## src/rtl/bw_meas_pkg.sv

```systemverilog
// Shared types for the bandwidth measurement controller: FSM states, result
// status codes and the width of the optional statistics counters.
package bw_meas_pkg;

   typedef enum logic [1:0] {
      IDLE,
      RUN,
      CALC,
      OUT
   } ctrl_state_e;

   typedef enum logic [2:0] {
      OK        = 3'd0,
      NO_LEFT   = 3'd1,
      NO_RIGHT  = 3'd2,
      NO_EDGES  = 3'd3,
      BAD_ORDER = 3'd4,
      TIMEOUT   = 3'd5
   } bw_status_e;

   localparam int STATS_W = 16;

endpackage

```

## src/rtl/bw_edge_latch.sv

```systemverilog
// Holds one edge finder's result: the first done pulse of a frame captures
// both bins and sets the done flag until clear_i.
module bw_edge_latch #(
   parameter int FREQ_BIN_WIDTH = 9
) (
   input  logic                      clk_i,
   input  logic                      rst_ni,
   input  logic                      clear_i,
   input  logic                      capture_en_i,
   input  logic                      valid_i,
   input  logic [FREQ_BIN_WIDTH-1:0] f1_i,
   input  logic [FREQ_BIN_WIDTH-1:0] f2_i,
   output logic                      done_next_o,
   output logic [FREQ_BIN_WIDTH-1:0] f1_o,
   output logic [FREQ_BIN_WIDTH-1:0] f2_o
);

   logic done_q;
   logic capture;

   assign capture     = capture_en_i && valid_i && !done_q;
   // Lookahead lets the controller leave RUN in the same cycle the last pulse lands.
   assign done_next_o = done_q || capture;

   always_ff @(posedge clk_i or negedge rst_ni) begin
      if (!rst_ni) begin
         done_q <= 1'b0;
         f1_o   <= '0;
         f2_o   <= '0;
      end else if (clear_i) begin
         done_q <= 1'b0;
         f1_o   <= '0;
         f2_o   <= '0;
      end else if (capture) begin
         done_q <= 1'b1;
         f1_o   <= f1_i;
         f2_o   <= f2_i;
      end
   end

endmodule

```

## src/rtl/bw_meas_ctrl.sv

```systemverilog
// Frame sequencer for the left/right edge finders; produces occupied bandwidth.
// Optional BW_MEAS_STATS_EN adds saturating handshake/error counters.
module bw_meas_ctrl
   import bw_meas_pkg::*;
#(
   parameter int FREQ_BIN_WIDTH = 9,
   parameter int TIMEOUT_CYCLES = 64,
   parameter int NUM_ACCUMS     = 16
) (
   input  logic                      clk_i,
   input  logic                      rst_ni,
   input  logic                      frame_valid_i,
   output logic                      frame_ready_o,
   output logic                      frame_lock_o,
   input  logic                      abort_i,
   output logic                      left_start_o,
   input  logic                      left_valid_i,
   input  logic [FREQ_BIN_WIDTH-1:0] left_f1_i,
   input  logic [FREQ_BIN_WIDTH-1:0] left_f2_i,
   output logic                      right_start_o,
   input  logic                      right_valid_i,
   input  logic [FREQ_BIN_WIDTH-1:0] right_f1_i,
   input  logic [FREQ_BIN_WIDTH-1:0] right_f2_i,
   output logic                      result_valid_o,
   input  logic                      result_ready_i,
   output logic [FREQ_BIN_WIDTH-1:0] f_left_o,
   output logic [FREQ_BIN_WIDTH-1:0] f_right_o,
   output logic [FREQ_BIN_WIDTH:0]   bw_bins_o,
   output logic [2:0]                status_o
`ifdef BW_MEAS_STATS_EN
   ,
   output logic [STATS_W-1:0]        frames_done_o,
   output logic [STATS_W-1:0]        errors_o
`endif
);

   localparam int                TMR_W    = $clog2(TIMEOUT_CYCLES);
   localparam logic [TMR_W-1:0]  TMR_LAST = TMR_W'(TIMEOUT_CYCLES - 1);

   generate
      if (TIMEOUT_CYCLES < NUM_ACCUMS + 4) begin : g_cfg_check
         $error("bw_meas_ctrl: TIMEOUT_CYCLES must be at least NUM_ACCUMS+4");
      end
   endgenerate

   ctrl_state_e               state_q;
   bw_status_e                status_q;
   logic [TMR_W-1:0]          timer_q;
   logic                      l_done_nxt, r_done_nxt;
   logic [FREQ_BIN_WIDTH-1:0] l_f1, l_f2, r_f1, r_f2;
   logic                      accept, abort_act, handshake;

   assign accept    = (state_q == IDLE) && frame_valid_i;
   assign abort_act = abort_i && (state_q != IDLE);
   assign handshake = (state_q == OUT) && result_ready_i && !abort_act;
   assign status_o  = status_q;

   function automatic bw_status_e calc_status(
      input logic [FREQ_BIN_WIDTH-1:0] lf1, lf2, rf1, rf2);
      logic l_none, r_none;
      l_none = (lf1 == '0) && (lf2 == '0);
      r_none = (rf1 == '0) && (rf2 == '0);
      if (l_none && r_none)  return NO_EDGES;
      else if (l_none)       return NO_LEFT;
      else if (r_none)       return NO_RIGHT;
      else if (rf1 < lf2)    return BAD_ORDER;
      else                   return OK;
   endfunction

   // One extra bit so a full-span measurement (0..max) cannot wrap.
   function automatic logic [FREQ_BIN_WIDTH:0] calc_bw(
      input logic [FREQ_BIN_WIDTH-1:0] f_lo, f_hi);
      return {1'b0, f_hi} - {1'b0, f_lo} + (FREQ_BIN_WIDTH+1)'(1);
   endfunction

   bw_edge_latch #(.FREQ_BIN_WIDTH(FREQ_BIN_WIDTH)) u_left (
      .clk_i        (clk_i),
      .rst_ni       (rst_ni),
      .clear_i      (accept || abort_act),
      .capture_en_i (state_q == RUN),
      .valid_i      (left_valid_i),
      .f1_i         (left_f1_i),
      .f2_i         (left_f2_i),
      .done_next_o  (l_done_nxt),
      .f1_o         (l_f1),
      .f2_o         (l_f2)
   );

   bw_edge_latch #(.FREQ_BIN_WIDTH(FREQ_BIN_WIDTH)) u_right (
      .clk_i        (clk_i),
      .rst_ni       (rst_ni),
      .clear_i      (accept || abort_act),
      .capture_en_i (state_q == RUN),
      .valid_i      (right_valid_i),
      .f1_i         (right_f1_i),
      .f2_i         (right_f2_i),
      .done_next_o  (r_done_nxt),
      .f1_o         (r_f1),
      .f2_o         (r_f2)
   );

   always_ff @(posedge clk_i or negedge rst_ni) begin
      if (!rst_ni) begin
         state_q        <= IDLE;
         status_q       <= OK;
         timer_q        <= '0;
         frame_ready_o  <= 1'b1;
         frame_lock_o   <= 1'b0;
         left_start_o   <= 1'b0;
         right_start_o  <= 1'b0;
         result_valid_o <= 1'b0;
         f_left_o       <= '0;
         f_right_o      <= '0;
         bw_bins_o      <= '0;
      end else begin
         left_start_o  <= 1'b0;
         right_start_o <= 1'b0;
         if (abort_act) begin
            state_q        <= IDLE;
            frame_ready_o  <= 1'b1;
            frame_lock_o   <= 1'b0;
            result_valid_o <= 1'b0;
            timer_q        <= '0;
         end else begin
            case (state_q)
               IDLE: if (frame_valid_i) begin
                  state_q       <= RUN;
                  frame_ready_o <= 1'b0;
                  frame_lock_o  <= 1'b1;
                  left_start_o  <= 1'b1;
                  right_start_o <= 1'b1;
                  timer_q       <= '0;
               end
               RUN: begin
                  if (l_done_nxt && r_done_nxt) begin
                     state_q <= CALC;
                  end else if (timer_q == TMR_LAST) begin
                     state_q        <= OUT;
                     status_q       <= TIMEOUT;
                     bw_bins_o      <= '0;
                     f_left_o       <= l_f2;
                     f_right_o      <= r_f1;
                     result_valid_o <= 1'b1;
                  end else begin
                     timer_q <= timer_q + 1'b1;
                  end
               end
               CALC: begin
                  state_q        <= OUT;
                  status_q       <= calc_status(l_f1, l_f2, r_f1, r_f2);
                  bw_bins_o      <= (calc_status(l_f1, l_f2, r_f1, r_f2) == OK) ?
                                    calc_bw(l_f2, r_f1) : '0;
                  f_left_o       <= l_f2;
                  f_right_o      <= r_f1;
                  result_valid_o <= 1'b1;
               end
               OUT: if (result_ready_i) begin
                  state_q        <= IDLE;
                  frame_ready_o  <= 1'b1;
                  frame_lock_o   <= 1'b0;
                  result_valid_o <= 1'b0;
               end
               default: state_q <= IDLE;
            endcase
         end
      end
   end

`ifdef BW_MEAS_STATS_EN
   always_ff @(posedge clk_i or negedge rst_ni) begin
      if (!rst_ni) begin
         frames_done_o <= '0;
         errors_o      <= '0;
      end else if (handshake) begin
         if (frames_done_o != '1)                  frames_done_o <= frames_done_o + 1'b1;
         if ((status_q != OK) && (errors_o != '1)) errors_o      <= errors_o + 1'b1;
      end
   end
`else
   logic unused_handshake;
   assign unused_handshake = handshake;
`endif

endmodule

```

## config.mk

```make
export PLATFORM = sky130hd
export DESIGN_NAME = bw_meas_ctrl
export DESIGN_NICKNAME = d
export VERILOG_FILES = /design/src/rtl/bw_meas_pkg.sv /design/src/rtl/bw_edge_latch.sv /design/src/rtl/bw_meas_ctrl.sv
export SDC_FILE = /design/constraint.sdc
export NUM_CORES = 1
export LEC_CHECK = 0
export CAP_MARGIN = 20
export CORE_UTILIZATION = 52
export DETAILED_ROUTE_END_ITERATION = 10
export GPL_TIMING_DRIVEN = 0
export PLACE_DENSITY = 0.8
export SETUP_SLACK_MARGIN = 0.2
export SYNTH_ARGS = -nofsm -noshare
export SYNTH_HDL_FRONTEND = slang
export SYNTH_SLANG_ARGS = --single-unit
```

## constraint.sdc

```tcl
create_clock -name clk_i -period 3.1 [get_ports clk_i]
set_input_delay 0.62 -clock clk_i [delete_from_list [all_inputs] [get_ports clk_i]]
set_output_delay 0.62 -clock clk_i [all_outputs]
set_load 0.02 [all_outputs]
```

==> impl_metrics.ini <==
[job]
drv_cap = 0

[final_layout]
finalNetCount = 615
drive_above_1_share_pct = 6.02
stdcell_area_sq_um = 5210
final_cells = 647
diodes = 0
fin_util_pct = 70.0
syn_to_final_growth_pct = 27.4

[synthesis]
ys_ff_latch = 81
seq_area_frac_synth_pct = 49.6
synthDistinctLibCells = 48
synth_flop_cell = dfrtp_1
synth_nets = 524
synth-async-reset-ratio_pct = 100
syn_area_per_cell_sq_um = 9.05
synthesis.instances = 452
yosys_warnings = 0
synthTopCellsByCount = 127 x nand2_1, 80 x dfrtp_1, 47 x a21oi_1
synth_most_common_cell = nand2_1
synth_top_cell_area_share_pct = 48.9
synth_edf_count = 0
yosysTopAreaCell = dfrtp_1
synth.area.top_cells = dfrtp_1 49%, nand2_1 12%, ha_1 7.6%
synth_area_sq_um = 4090

[die]
core-area_sq_um = 7450
ioPinCount = 79
start_util_pct = 54.9
die_y_microns = 90.7
dieArea_sq_um = 8230
die_w_microns = 90.7
row_count = 31

[min_path]
hp-class = in2async

[power]
p_per_area_nw_per_um2 = 1040
ir_drop_mv = 0.344
leakagePower_nw = 2.28

[setup_path]
worst_setup_path_end_kind = flip-flop
reg2reg_depth = 11
cp_slowest_stage_delay_ps = 420
crit_fanout = 3
worstSetupEndpoint = bw_bins_o[9]
path_cells = inv_1, ha_1, inv_1, ha_1, fa_1, a21oi_1, o22ai_1, or4_1, o21ai_0, xor2_1, a22o_1
reg2reg_from = u_left.f2_o[1]
reg2reg_slack_ps = 350
setup.worst_path.start = u_left.f2_o[1]
critPathLaunchType = flip-flop
reg2reg_to = bw_bins_o[9]
slowest_stage = dfrtp_1
worstPathArrival_ps = 3000
required_ps = 3360
setup.worst_path.class = reg2reg

[timing]
fin_crit_ps = 2750
slew_headroom_pct = 62.5
tightest_slew_ps = 560
hold_violations = 0
rsz0062_at_grt = no
period_share_pct = 88.6
fmax_mhz = 364
fin_skew_ps = 12.3
slew_viol_final = 0
setup_viol = 0

[global_routing]
grt_pass1_wl_mm = 15.4
grt_overflow = 0
track_usage_pct = 23.7
antenna_found_initial = 0
grt_max_degree = 58
grt_pass1_vias = 3324

[clock_network]
ctsHoldBuffers = 0
htreeDepth = 3
clk_path_buf_depth = 2
cts_buffers = 9
clock_latency_ps = 360
clkSinkCount = 81
root_buffer = clkbuf_8
cts_tree = built
clkTransAtPathRegs_ps = 90

[placed_design]
place_area_sq_um = 5020
gp_congestion = 0.886
dp_cells = 630
hpwlAfterDp_mm = 7.17
io_buffers = 78

[route]
via_count = 3423
vias_per_cell = 5.29
wl_per_cell_microns = 14.3
drc = 0
drt_pass1_iterations = 4
routed_wl_mm = 9.27
drt_iter0_drc = 205
ant_nets = 0

[outcome]
status = finished clean
## power by group
group | total, mW | switching, mW | internal, mW
sequential | 1.67 | 0.264 | 1.41
combinational | 3.01 | 1.75 | 1.26
clock | 0.730 | 0.426 | 0.304
total | 5.41 | 2.44 | 2.97
## flip-flops by register name, summed over array words and instances, names as in the netlist
| register | flops |
|---|---|
| status_o | 3 |
| u_right.f2_o | 9 |
| u_right.done_q | 1 |
| right_start_o | 1 |
| state_q | 2 |
| timer_q | 6 |
| u_right.f1_o | 9 |
| u_left.f2_o | 9 |
| bw_bins_o | 10 |
| u_left.f1_o | 9 |
| f_right_o | 9 |
| frame_lock_o | 1 |
| u_left.done_q | 1 |
| f_left_o | 9 |
| frame_ready_o | 1 |
| result_valid_o | 1 |
## worst min path at each step
stage | endpoint | slack (ps)
detailed placement | f_right_o[5] | 460
finish | state_q[1] | 150
CTS | state_q[1] | 150
global placement | f_right_o[3] | 460
floorplan | bw_bins_o[0] | 320
global route | f_right_o[2] | 170
## through the flow
step	hold WS (ps)	setup TNS (ps)	setup WS [ps]	total power, mW
2_1_floorplan	324	0	624	3.67
3_3_place_gp	458	-106820	-1340	4.55
3_5_place_dp	465	0	359	4.67
4_1_cts	153	0	342	5.41
5_1_grt	165	0	230	5.82
6_report	148	0	354	5.41
## routing by layer
metal | up-vias | share of wire (%) | track usage, %
met4 | 0 | 1.8 | 9.95
met3 | 16 | 4.4 | 3.62
met5 | - | 0 | 0
li1 | 1704 | - | -
met1 | 1605 | 46 | 32.1
met2 | 98 | 48 | 38.1
## repair_timing
action / CTS / global route
setup endpoints to repair: 0 / 1
setup buffers: 0 / 1
resized for setup: 0 / 0
## cell type report
class                           instances  area (sq um)
Fill cell                             583          2230
Sequential cell                        81          2030
Multi-Input combinational cell        326          1890
Timing Repair Buffer                   80           813
Clock buffer                            9           124
Tap cell                               99           124
Inverter                               27           101
Buffer                                 18          75.1
Clock inverter                          7          61.3
## placed cells by master (no fill, tap or decap), types with 5 or more instances in the layout
cell / n
nor4_1: 8
clkdlybuf4s50_1: 77
ha_1: 25
o21ai_0: 14
nor2_1: 19
nand2_1: 127
a21oi_1: 47
o21ai_1: 15
inv_1: 27
nand2b_1: 5
dfrtp_1: 80
o31ai_1: 7
clkbuf_1: 12
clkbuf_8: 9
## worst max-delay path, delay by kind of cell, from the launching register on
kind                     cells  cell delay [ps]
adder cells (fa/ha/maj)      3              930
buffers and inverters        2              140
AND/OR/NAND/NOR              1              410
XOR/XNOR                     1               90
AO/OA/AOI/OAI                4              660
flip-flops                   1              420
## cells by family (layout without fill, tap and decap cells)
kind of cell	after synthesis	after routing	share of synthesized area (%)
AO/OA/AOI/OAI	104	104	15.2
buffers and inverters	45	141	4.31
adder cells (fa/ha/maj)	29	29	9.60
AND/OR/NAND/NOR	186	186	19.8
flip-flops	81	81	49.6
XOR/XNOR	7	7	1.50
(Power assumes the default switching activity.)
